--- src/rtl/inta_sequencer.sv ---
// inta_sequencer: priority resolution, CPU interrupt request and the
// two-pulse INTA acknowledge cycle for an 8-input 8259-style PIC core.
module inta_sequencer (
    input  logic       clk,
    input  logic       reset,
    input  logic [7:0] irr,
    input  logic [7:0] mask,
    input  logic       inta_n,
    input  logic       eoi,
    input  logic       aeoi,
    input  logic [4:0] vector_base,
    output logic       int_out,
    output logic [1:0] int_a_counter,
    output logic [2:0] clear_highest,
    output logic       clear_valid,
    output logic [7:0] isr,
    output logic [7:0] data_out,
    output logic       data_oe
);

    localparam logic [1:0] IDLE = 2'd0;
    localparam logic [1:0] REQ  = 2'd1;
    localparam logic [1:0] ACK1 = 2'd2;
    localparam logic [1:0] ACK2 = 2'd3;

    logic [1:0] state;
    logic       inta_q;
    logic [2:0] win;
    logic       spur;

    logic       fall, rise;
    logic [3:0] isr_top;     // index of highest-priority ISR bit, 8 when empty
    logic [7:0] elig;
    logic [2:0] elig_win;
    logic [2:0] fall_win;
    logic [7:0] eoi_clr, aeoi_clr, isr_set, isr_next;

    assign fall = inta_q & ~inta_n;
    assign rise = ~inta_q & inta_n;

    // Highest-priority in-service level and the requests allowed to nest above it
    always_comb begin
        isr_top = 4'd8;
        for (int i = 7; i >= 0; i--)
            if (isr[i]) isr_top = 4'(i);
        elig = 8'h00;
        for (int i = 0; i < 8; i++)
            elig[i] = irr[i] & ~mask[i] & (4'(i) < isr_top);
        elig_win = 3'd0;
        for (int i = 7; i >= 0; i--)
            if (elig[i]) elig_win = 3'(i);
    end

    // Withdrawn request at the first fall yields the spurious level 7
    assign fall_win = (elig == 8'h00) ? 3'd7 : elig_win;

    // ISR update: EOI and auto-EOI clears from the old value, acknowledge set wins
    always_comb begin
        eoi_clr = 8'h00;
        if (eoi && !isr_top[3]) eoi_clr[isr_top[2:0]] = 1'b1;
        aeoi_clr = 8'h00;
        if (state == ACK2 && rise && aeoi && !spur) aeoi_clr[win] = 1'b1;
        isr_set = 8'h00;
        if (state == REQ && fall && elig != 8'h00) isr_set[elig_win] = 1'b1;
        isr_next = (isr & ~eoi_clr & ~aeoi_clr) | isr_set;
    end

    // Acknowledge sequencer and registered outputs
    always_ff @(posedge clk or posedge reset) begin
        if (reset) begin
            state         <= IDLE;
            inta_q        <= 1'b1;
            win           <= 3'd0;
            spur          <= 1'b0;
            int_out       <= 1'b0;
            int_a_counter <= 2'd0;
            clear_highest <= 3'd0;
            clear_valid   <= 1'b0;
            isr           <= 8'h00;
            data_out      <= 8'h00;
            data_oe       <= 1'b0;
        end else begin
            inta_q      <= inta_n;
            clear_valid <= 1'b0;
            isr         <= isr_next;
            case (state)
                IDLE: begin
                    if (elig != 8'h00) begin
                        state   <= REQ;
                        int_out <= 1'b1;
                    end
                end
                REQ: begin
                    if (fall) begin
                        win           <= fall_win;
                        spur          <= (elig == 8'h00);
                        clear_highest <= fall_win;
                        clear_valid   <= 1'b1;
                        int_a_counter <= 2'd1;
                        int_out       <= 1'b0;
                        state         <= ACK1;
                    end else if (elig == 8'h00) begin
                        int_out <= 1'b0;
                        state   <= IDLE;
                    end
                end
                ACK1: begin
                    if (fall) begin
                        int_a_counter <= 2'd2;
                        data_oe       <= 1'b1;
                        data_out      <= {vector_base, win};
                        state         <= ACK2;
                    end
                end
                ACK2: begin
                    if (rise) begin
                        int_a_counter <= 2'd0;
                        data_oe       <= 1'b0;
                        data_out      <= 8'h00;
                        state         <= IDLE;
                    end
                end
                default: state <= IDLE;
            endcase
        end
    end

endmodule

--- config.mk ---
export PLATFORM = sky130hd
export DESIGN_NAME = inta_sequencer
export DESIGN_NICKNAME = d
export VERILOG_FILES = /design/src/rtl/inta_sequencer.sv
export SDC_FILE = /design/constraint.sdc
export NUM_CORES = 1
export LEC_CHECK = 0
export CELL_PAD_IN_SITES_DETAIL_PLACEMENT = 2
export CELL_PAD_IN_SITES_GLOBAL_PLACEMENT = 2
export CORE_ASPECT_RATIO = 0.8
export CORE_MARGIN = 5
export CORE_UTILIZATION = 24
export CTS_CLUSTER_DIAMETER = 200
export DETAILED_ROUTE_END_ITERATION = 7
export HOLD_SLACK_MARGIN = 0.12
export PLACE_DENSITY = 0.84
export SYNTH_ARGS = -nofsm -noshare
export SYNTH_HDL_FRONTEND = slang
export SYNTH_SLANG_ARGS = --single-unit
--- constraint.sdc ---
create_clock -name clk -period 2.05 [get_ports clk]
set_input_delay 0.205 -clock clk [delete_from_list [all_inputs] [get_ports clk]]
set_output_delay 0.205 -clock clk [all_outputs]
set_load 0.05 [all_outputs]
## Word-level counts from Yosys, hierarchy flattened

Cells that the tools add are included.

| word-level totals | value |
|---|---|
| input port bits | 26 |
| bits in registers | 28 |
| output and inout port bits | 24 |
| word-level logic and storage cells | 134 |

| operators by class | value |
|---|---|
| equal/unequal tests | 8 |
| $lt $le $gt $ge | 14 |
| muxes and demuxes | 47 |
| bitwise logic cells | 33 |
| reductions and logical operators | 22 |

Operators by type and width:

| cell | count |
|---|---|
| $mux 8 | 5 |
| $mux 4 | 8 |
| $mux 3 | 9 |
| $and 1x1->1 | 18 |
| $and 8x8->8 | 2 |
| $lt 3x4->1 const A | 4 |
| $not 8->8 | 2 |
| $pmux 8 s2 | 1 |
| $mux 2 | 7 |
| $lt 3x4->1 const B | 3 |
| $mux 1 | 10 |
| $not 1->1 | 10 |
| $demux 1 s3 | 3 |
| $ge 3x1->1 const B | 3 |
| $logic_and 1x1->1 | 9 |
| $logic_not 8->1 | 1 |
| $lt 1x4->1 const A | 2 |
| $lt 2x4->1 const A | 2 |
| $ne 2x2->1 const B | 4 |
| $or 8x8->8 | 1 |
| $pmux 2 s4 | 1 |
| $reduce_and 4->1 | 2 |
| $reduce_bool 8->1 | 1 |
| $pmux 2 s3 | 1 |
| other kinds (10) | 15 |

## Logic depth before layout (Yosys ltp)

| depth | value |
|---|---|
| word-level depth | 24 |
| mapped depth | 7 |
| gate-level depth less buffers | 6 |

## Worst setup path after synthesis

OpenSTA, ideal clock, no wires.

| timing path | value |
|---|---|
| path kind | reg-to-reg |
| from | reg isr[1] |
| to | reg spur |
| clock period less this slack | 2,203 ps |
| setup time | 125 ps |
| path buffers | 1 |
| slack | -153 ps |
| stages on the path, launching flop included | 7 |
| data required time | 1,925 ps |
| arrival time | 2,079 ps |
| cell sequence | dfrtp_1 buf_6 or4_4 a211o_1 nand4_1 nor3_1 mux2_2 |

| on the way | value |
|---|---|
| longest elaborated chain between the ends | 5 |
| elaborated cells on any way between the ends | 19 |
| those cells by class | 8 x order compare; 2 x mux; 8 x bitwise; 1 x reduce/logical |

RTL lines:

| element | RTL line | text |
|---|---|---|
| from (decl) | 16 | `output logic [7:0] isr,` |
| from (signal assigned) | 85 | `isr <= isr_next;` |
| $mux 4 (*) (2 in a row) | 45 | `if (isr[i]) isr_top = 4'(i);` |
| $lt 1x4->1 (tied with other cells) | 48 | `elig[i] = irr[i] & ~mask[i] & (4'(i) < isr_top);` |
| $and 1x1->1 | 48 |  |
| $logic_not 8->1 (*) | 96 | `spur <= (elig == 8'h00);` |
| to (signal assigned) | 96 |  |
| to (decl) | 29 | `logic spur;` |

Every way passes the cells marked *; elsewhere a longest branch is shown, timed or not.
A chain may end at the register's enable or synchronous reset.

## Worst setup path in the final report

| timing path | value |
|---|---|
| from | reg isr[3] |
| to | reg isr[5] |

| on the way | value |
|---|---|
| longest elaborated chain between the ends | 20 |
| elaborated cells on any way between the ends | 48 |
| those cells by class | 12 x order compare; 18 x mux; 12 x bitwise; 6 x reduce/logical |

RTL lines:

| element | RTL line | text |
|---|---|---|
| $mux 4 (*) (4 in a row) | 45 |  |
| $lt 3x4->1 | 48 |  |
| $and 1x1->1 | 48 |  |
| $mux 3 (8 in a row) | 51 | `if (elig[i]) elig_win = 3'(i);` |
| $lt 3x4->1 (not written as such) or $ge 3x1->1 (tied branches) | 64 | `if (state == REQ && fall && elig != 8'h00) isr_set[elig_win] = 1'b1;` |
| $logic_and 1x1->1 (not written as such) | 64 |  |
| $mux 1 (not written as such) | 64 |  |
| $demux 1 s3 | 64 |  |
| $mux 8 | 64 |  |
| $or 8x8->8 (*) | 65 | `isr_next = (isr & ~eoi_clr & ~aeoi_clr) \| isr_set;` |
| net isr_next[5] | 36 | `logic [7:0] eoi_clr, aeoi_clr, isr_set, isr_next;` |

The timed path passes the listed nets; every way through them passes the cells marked *.

==> impl.org <==
** Power
- Registers are responsible for 29.7% of the overall power.
- In this run, the clock network consumes 13.7% of the power.
- Power density of the placed cells :: between 1000 and 1500 mW/mm2
- Internal power component :: 1.72 mW
- Per report_power, the combinational group accounts for a little under three fifths of the total.
- Summed over all nets, the switching power comes to ~1.6 mW.
- Switching part of the total :: a little under half
- Overall power consumption after layout is estimated at approximately 3.3 mW.
- The analysis attributes to cell leakage a power of 0.928 nW.
- The worst-case IR drop observed on VDD is 0.000458 V.

** Worst setup path
- In this run the critical register-to-register path is captured at isr[5].
- CP Launch Type :: register
- CP max FO :: 4
- Crit path capture :: isr[5]
- The critical path starts at isr[3].
- The worst register-to-register path has a depth of 5.
- In this run the critical register-to-register path is launched from isr[3].
- In this run the register-to-register setup slack is between 0.015 and 0.02 ns.
- The worst setup path is of the register to register kind.
- Kind of end point of the critical path :: register
- STA puts the critical path data arrival time at 2.22 ns.
- Data on the critical path is required at its endpoint by 2.24 ns.

** Die
- Site row count :: 25
- Effective utilization at floorplan :: between 20% and 30%
- Top-level port count :: 50
- Die Outline Area :: between 0.007 and 0.008 mm2
- Core region area :: between 0.005 and 0.006 mm2
- The floorplan step set the die width to around 100 um.
- Chip Height :: 80.6 um

** Cells and area
- Share of post-route cells with drive strength above 1 :: 18.7%
- Most frequent cells in the layout :: 49 x clkdlybuf4s50_1, 22 x dfrtp_1, 16 x nand2_1, 14 x buf_4, 10 x nand2b_1
- In the final layout, flip-flops and latches occupy approximately 710 um2.
- The number of antenna diodes in the final layout is 0.
- Footprint of the multi-input gates :: approximately 770 um2
- Most common cell after layout, fill and taps aside :: clkdlybuf4s50_1
- Leaving out filler cells and counting taps, the final layout contains around 300.
- Filler Cells Inserted :: approximately 660
- Final-stage net count :: ~240
- Compared with the post-synthesis result, the final layout area differs by 51.6%.
- Non-Filler Cell Area, Final :: 0.00226 mm2

** Synthesis
- Number of nets produced by synthesis :: ~180
- Synthesis produced a netlist whose cell count is approximately 150.
- Share of the synthesized area in the top cell type :: 45.2%
- EDFF count, synth :: 0
- Averaged over all synthesized cells, the footprint is 9.76 um2.
- After synthesis, the share of flip-flops with an asynchronous set or reset is 100%.
- The cell area that synthesis handed to floorplanning was roughly 0.0015 mm2.
- By area the synthesized netlist is led by dfrtp_1 45%, a22o_1 4.7%, nand2b_1 4.2%, nand2_1 4.0%, nor2b_1 2.9%.
- Synthesis warning total :: 0
- Register area share after synthesis :: between 40% and 50%
- After synthesis the netlist holds a flip-flop and latch count of 28.
- Cell taking the most area after synthesis :: dfrtp_1
- Among all flip-flop cells after synthesis, the most frequent one is dfrtp_1.
- Number of distinct library cells after synthesis :: 48

** Clocking
- Number of buffers added by the clock tree synthesis step :: 3
- # hold bufs at CTS :: 0
- Clock tree from TritonCTS :: done
- The longest clock path from root to sink contains 2 buffers.
- After clock tree synthesis, the clock-pin slew on the worst setup and hold paths is 0.10 ns.
- The tree built by TritonCTS fans out to 28 sinks.
- The cell sitting at the root of the clock tree is a clkbuf_8.
- H-Tree Depth :: 1
- Clock latency on the worst-skew pair, taken at its later pin, is ~0.28 ns.

** Min path
- Worst min path class :: input port to asynchronous set/reset pin

** Global route
- The number of antenna violations at the first check in global routing is 0.
- Entering global routing, the biggest net connects 29 pins.
- The total overflow left after global routing is 0.
- Via count of the first global-routing pass :: roughly 1600
- First-pass GRT wire length :: roughly 8.3 mm
- Global-route total usage across every layer :: roughly an eighth

** Timing
- The number of pins exceeding their max-slew limit in the final report was 0.
- Max Fclk :: 492 MHz
- Final number of setup-violating endpoints :: 0
- At the pin with the least slew margin, the transition time is between 0.5 and 0.6 ns.
- Final hold viol count :: 0
- Headroom to the max-slew limit came out at 65.9%.
- After layout, the minimum clock period comes to between 2 and 2.5 ns.
- Clock skew on the completed layout was measured at 0.00731 ns.
- Period utilization :: 99.1%
- Across all setup checks in the final design, the least slack found is about 0.018 ns.
- After routing, the total negative slack on setup checks comes to 0 ns.

** Routing
- Routed wl met2 :: 2.54 mm
- The first routing iteration left 32 violations.
- DRC :: 0
- Detailed routing inserted a total of around 1500 vias.
- In the routed layout, each cell is associated on average with a via count of about 5.
- After detailed routing, the wire length on met1 is 2.39 mm.
- The routed design has 5.14 mm of wire.
- Post-DRT Antenna Nets :: 0
- The detailed router used layers up to and including met4.
- The first detailed-routing pass took 4 iterations.
- The routed design uses ~180 um of met3 wire.
- After detailed routing, the average wire length per cell comes to 17.4 um.

** Placement
- HPWL Detailed :: 3.94 mm
- In this run the tool buffered the top-level ports with 49 buffer cells.
- After detailed placement, the design holds a cell count of 290.
- Once placement finished, the instance area stood at around 0.0022 mm2.
- Global placement routability congestion :: a little under 0.9
- Before CTS, the worst setup slack after placement is -0.0417 ns.

** Run
- Across the run, the number of max-cap violations was 0.

** Status
- The run finished with clean final reports.
-- repair_timing --
item                                   CTS  global route
endpoints found under the hold margin    0             0
resized for setup                        1             3
gates cloned                             0             0
buffers inserted                         0             1
pin swaps                                0             2
setup endpoints to repair                1             7
-- power groups by stage --
| stage | Combinational [mW] | Sequential (mW) | Clock [mW] |
|---|---|---|---|
| after CTS | 1.83 | 0.978 | 0.461 |
| after detailed placement | 1.82 | 0.987 | 0 |
| after global placement | 1.77 | 0.976 | 0 |
| after floorplan | 0.646 | 1.46 | 0 |
| after global routing | 1.98 | 1.01 | 0.483 |
| final | 1.86 | 0.974 | 0.448 |
-- Yosys cell counts (2+ instances only) --
library cell	instances
a21o_1	2
nor3_1	5
inv_1	3
o21ai_1	3
o21ai_0	7
o31ai_1	2
o31ai_2	2
or3b_2	2
clkbuf_1	4
o211ai_1	2
dfrtp_1	27
o311ai_0	2
nand2b_1	10
nand2_1	16
nor2_1	8
a21bo_2	2
nor2b_1	7
nand3b_1	2
nand3_1	2
o221ai_1	4
a21oi_1	7
a22o_1	8
-- metal layers --
metal | up-vias | global-route usage [%]
li1 | 693 | -
met1 | 757 | 16.9
met2 | 25 | 22.4
met3 | 6 | 2.95
met4 | 0 | 2.46
met5 | - | 0
-- cell type report --
| type | instances | area share, % |
|---|---|---|
| sequential | 28 | 31.3 |
| multi-input combinational | 115 | 34.1 |
| clock inverter | 1 | 1.33 |
| clock buffer | 3 | 1.82 |
| inverter | 4 | 0.663 |
| timing repair buffer | 63 | 26.3 |
| tap | 81 | 4.48 |
-- stage by stage --
step | hold WS, ns | utilization [%]
after floorplan | 0.209 | -
after global placement | 0.484 | 36.2
after detailed placement | 0.487 | 36.2
after CTS | 0.315 | 37.5
after global routing | 0.349 | 37.9
final | 0.295 | 37.9
-- flip-flops by register name (all words and copies together), names as in the netlist, named ones only --
signal / cells
win: 3
int_out: 1
inta_q: 1
isr: 8
state: 1
data_oe: 1
spur: 1
data_out: 8
int_a_counter: 2
clear_valid: 1
-- worst max-delay path, stage by stage, from the launching register on --
cell and delay, ns:
dfrtp_2 0.41, or4_4 0.58, nor3_4 0.16, a41oi_2 0.17, or3_4 0.41, o31ai_2 0.20
-- how the worst min path moves through the flow --
stage / startpoint / endpoint / slack (ns) / cells after the start
after floorplan: inta_n / inta_q / 0.21 / 0
after global placement: data_out[6] / data_out[6] / 0.48 / 1
after detailed placement: data_out[2] / data_out[2] / 0.49 / 1
after CTS: reset / win[2] / 0.32 / 3
after global routing: reset / win[0] / 0.35 / 3
final: reset / data_out[5] / 0.30 / 3
-- cell families (layout without fill, tap and decap cells) --
logic type,Yosys count,after routing,synth area share (%)
AND/OR/NAND/NOR,63,63,23.9
buffers and inverters,10,71,3.10
AO/OA/AOI/OAI,51,51,25.3
multiplexers,1,1,0.754
flip-flops,28,28,47.0
Note: power is estimated with default switching activity, not from simulation.
